### src/rtl/top.sv
// Coin-operated vending controller. Tracks the inserted balance in Rs.5
// units as a six-state FSM and issues registered one-cycle pulses for
// product dispense (PA/PB/PC) and money return (change).
module top (
    input  logic       clk,
    input  logic       rst,
    input  logic [1:0] sel,
    input  logic [1:0] coin,
    input  logic       cancel,
    output logic       PA,
    output logic       PB,
    output logic       PC,
    output logic       change
);

    typedef enum logic [2:0] {
        S0  = 3'd0,
        S5  = 3'd1,
        S10 = 3'd2,
        S15 = 3'd3,
        S20 = 3'd4,
        S25 = 3'd5
    } state_t;

    state_t state, state_nxt;
    logic   pa_nxt, pb_nxt, pc_nxt, change_nxt;
    logic [3:0] total_units;
    logic [3:0] price_units;

    // Coin value in Rs.5 units; the invalid code 11 is worth nothing.
    function automatic logic [3:0] coin_units(input logic [1:0] c);
        case (c)
            2'b01:   coin_units = 4'd1;
            2'b10:   coin_units = 4'd2;
            default: coin_units = 4'd0;
        endcase
    endfunction

    // Product price in Rs.5 units (only meaningful when s != 11).
    function automatic logic [3:0] price_of(input logic [1:0] s);
        case (s)
            2'b00:   price_of = 4'd1;
            2'b01:   price_of = 4'd2;
            default: price_of = 4'd4;
        endcase
    endfunction

    // Balance held by a state, in Rs.5 units.
    function automatic logic [3:0] state_units(input state_t st);
        case (st)
            S5:      state_units = 4'd1;
            S10:     state_units = 4'd2;
            S15:     state_units = 4'd3;
            S20:     state_units = 4'd4;
            S25:     state_units = 4'd5;
            default: state_units = 4'd0;
        endcase
    endfunction

    // Inverse of state_units for the legal balances 0..5 units.
    function automatic state_t units_state(input logic [3:0] u);
        case (u)
            4'd1:    units_state = S5;
            4'd2:    units_state = S10;
            4'd3:    units_state = S15;
            4'd4:    units_state = S20;
            4'd5:    units_state = S25;
            default: units_state = S0;
        endcase
    endfunction

    // State register and registered output pulses; reset wins over everything.
    always_ff @(posedge clk) begin
        if (rst) begin
            state  <= S0;
            PA     <= 1'b0;
            PB     <= 1'b0;
            PC     <= 1'b0;
            change <= 1'b0;
        end else begin
            state  <= state_nxt;
            PA     <= pa_nxt;
            PB     <= pb_nxt;
            PC     <= pc_nxt;
            change <= change_nxt;
        end
    end

    // Next-state and next-output decision: cancel, then purchase, then
    // accumulate, and finally reject a coin that would overflow Rs.25.
    always_comb begin
        state_nxt   = state;
        pa_nxt      = 1'b0;
        pb_nxt      = 1'b0;
        pc_nxt      = 1'b0;
        change_nxt  = 1'b0;
        total_units = state_units(state) + coin_units(coin);
        price_units = price_of(sel);

        if (cancel) begin
            state_nxt  = S0;
            change_nxt = (total_units != 4'd0);
        end else if (sel != 2'b11 && total_units >= price_units) begin
            state_nxt  = S0;
            pa_nxt     = (sel == 2'b00);
            pb_nxt     = (sel == 2'b01);
            pc_nxt     = (sel == 2'b10);
            change_nxt = (total_units > price_units);
        end else if (total_units <= 4'd5) begin
            state_nxt = units_state(total_units);
        end else begin
            change_nxt = 1'b1;
        end
    end

endmodule

### config.mk
export PLATFORM = sky130hd
export DESIGN_NAME = top
export DESIGN_NICKNAME = d
export VERILOG_FILES = /design/src/rtl/top.sv
export SDC_FILE = /design/constraint.sdc
export NUM_CORES = 1
export LEC_CHECK = 0
export ABC_AREA = 1
export CAP_MARGIN = 30
export CORE_AREA = 2 2 39 41
export DETAILED_ROUTE_END_ITERATION = 10
export DIE_AREA = 0 0 41 43
export PLACE_DENSITY = 0.68
export SYNTH_ARGS = -nofsm -noshare
export SYNTH_HDL_FRONTEND = slang
export SYNTH_SLANG_ARGS = --single-unit
### constraint.sdc
create_clock -name clk -period 2.5 [get_ports clk]
set_input_delay 0.375 -clock clk [delete_from_list [all_inputs] [get_ports clk]]
set_output_delay 0.375 -clock clk [all_outputs]
set_load 0.02 [all_outputs]
==> reports/metrics.yaml <==
syn_inst: 76
cap_violations: 0
place_hpwl_um: 821
synth-main-ff-cell: "dfxtp_1"
seq_area_frac_synth_pct: 26.5
worst_pin_slew_ns: 0.216
htree_levels: 1
status: "finished, final reports clean"
synth.mux.area_fraction_pct: 0
insertion_delay_ns: 0.25
antenna_found_initial: 0
num_rows: 14
clockBufferDepth: 2
num_vias: 505
netlist_area_um2: 529
grt.overflow.total: 0
maxSlewHeadroom_pct: 85.6
cts_tree: "yes"
die_w_um: 41
dr_wl_met2_um: 591
max_freq_mhz: 433
crit_type: "reg -> reg"
route.met3.wl_um: 49
p_total_uw: 315
syn_avg_cell_area_um2: 6.96
setup_viol: 0
synth-seq-cells: 7
yosysTopAreaCell: "dfxtp_1"
synth_cell_types: 17
synth-edff-count: 0
hold_viol: 0
routed_wl_mm: 1.09
post_dp_cell_area_um2: 664
clock_sinks: 7
grt.total_usage_pct: 15.7
synthTopCellsByCount: "inv_1 (16), nand2_1 (13), nor2_1 (10), nand2_2 (8), dfxtp_1 (7)"
n_antenna_cell: 0
cp-start-kind: "register"
synthAdderAreaFrac_pct: 15.6
crit_fanout: 5
critPathRequiredTime_ns: 2.68
route.detailed.drc: 0
io_buffers: 10
top_layer: "met3"
antenna_left: 0
viasPerCell: 4.63
synth_top_family_by_area: "simple AND/OR/NAND/NOR gates"
slew_violations: 0
initial_utilization_pct: 38.2
dpl_worst_slack_ns: -0.341
multi_input_area_um2: 387
first_pass_iters: 4
drive_above_1_share_pct: 36.6
fin_skew_ns: 0.00958
ios: 11
hold_path_class: "reg -> reg"
synth.top_cell.area_share_pct: 26.5
postLayoutCellArea_um2: 768
final_nets: 107
ctsHoldBuffers: 0
syn_to_final_growth_pct: 45.2
wl_per_cell_um: 10.0
place_congestion: 0.726
critPathArrivalTime_ns: 2.49
period_share_pct: 92.4
rsz0062_at_grt: "false"
synth-xor-area-share_pct: 0
synth.area.top_cells: "dfxtp_1 (26%), ha_1 (12%), inv_1 (11%)"
grt_pass1_wl_mm: 1.88
fin_crit_ns: 2.31
filler_cell_count: 132
die_area_um2: 1760
synth-compound-area-share_pct: 4.73
ys.warnings.count: 0
timing.hold.ws_ns: 0.540
synth_simple_gate_area_share_pct: 39.7
grt_pass1_vias: 505
coreArea_um2: 1380
root_buffer: "clkbuf_4"
drt-met1-wl_um: 451
synth_nets: 89
cts_buffers: 3
yosysMostFrequentCell: "inv_1"
powerDensity_nw_per_um2: 410
fin_cells: 109
seq_area_um2: 140
async_reset_ff_share_pct: 0
cts.clk_slew.worst_paths_ns: 0.06
cp-end-kind: "register"
p_leak_nw: 0.391
dieHeight_um: 43
drtIter0Drc: 5
grt_max_degree: 6
fin_ws_ns: 0.189
placed_cells_incl_taps: 104
peakVddDrop_uv: 273
timing repair:
action | 4_1_cts | 5_1_grt
endpoints found under the setup margin | 7 | 7
gates cloned | 0 | 0
pin swaps | 11 | 2
buffers inserted | 1 | 0
gates resized for setup | 13 | 5
power breakdown:
group	internal, mW	switching (mW)	total (mW)
registers	0.116	0.00143	0.117
clock network	0.0610	0.0422	0.103
logic	0.0419	0.0526	0.0944
total	0.219	0.0962	0.315
flip-flops by register name (all words and copies together), names as in the netlist:
register  cells
state         3
PA            1
PB            1
PC            1
change        1
per-stage QoR:
| stage | TNS [ns] | utilization [%] |
|---|---|---|
| 2_1_floorplan | 0 | - |
| 3_3_place_gp | -1.99 | 48.0 |
| 3_5_place_dp | -2.19 | 48.0 |
| 4_1_cts | 0 | 54.1 |
| 5_1_grt | 0 | 55.5 |
| 6_report | 0 | 55.5 |
cell usage in the layout (no fill, tap or decap), types with 3 or more instances in the layout:
cell / synthesis / layout
clkbuf_4: 0 / 3
buf_4: 0 / 3
nand2_2: 8 / 8
inv_2: 2 / 6
nand2_4: 2 / 3
nor2_1: 10 / 8
clkdlybuf4s50_1: 0 / 8
inv_1: 16 / 12
nand2_1: 13 / 12
dfxtp_1: 7 / 7
cells by family (layout without fill, tap and decap cells):
| logic type | Yosys count | in the layout |
|---|---|---|
| AND/OR/NAND/NOR | 39 | 39 |
| buffers and inverters | 19 | 36 |
| flip-flops | 7 | 7 |
| adder cells (fa/ha/maj) | 6 | 6 |
| AO/OA/AOI/OAI | 5 | 5 |
final timing paths:
| kind | from | endpoint | slack [ns] | depth (start not counted) |
|---|---|---|---|---|
| min reg2reg | state[0]$_SDFFE_PP0N_ | state[0]$_SDFFE_PP0N_ | 0.54 | 4 |
| min | state[0]$_SDFFE_PP0N_ | state[0]$_SDFFE_PP0N_ | 0.54 | 4 |
| max | state[2]$_SDFFE_PP0N_ | PA$_SDFF_PP0_ | 0.19 | 17 |
| max reg2reg | state[2]$_SDFFE_PP0N_ | PA$_SDFF_PP0_ | 0.19 | 17 |
routing by layer:
layer | global-route usage [%] | vias to the layer above
li1 | - | 260
met1 | 16.1 | 234
met2 | 27.2 | 11
met3 | 5.76 | 0
met4 | 5.33 | 0
met5 | 0 | -
area by class of cell:
type	count	share of cell area (%)
Inverter	19	9.28
Sequential cell	7	18.2
Multi-Input combinational cell	50	50.3
Clock buffer	4	3.42
Timing Repair Buffer	13	16.1
Tap cell	16	2.61
worst max-delay path, cell delays in order, from the launching register on:
cell and delay, ns:
dfxtp_1 0.36, a21oi_1 0.17, ha_2 0.21, inv_2 0.04, fa_2 0.36, inv_2 0.06, nand3_2 0.07, nand2_2 0.08
inv_2 0.04, ha_4 0.26, nand2_2 0.05, nor2_1 0.09, nor2_1 0.06, nand2_2 0.08, nand2_4 0.06, nand2_2 0.08
nand3_4 0.09, nor2_1 0.09
(Power assumes the default switching activity.)
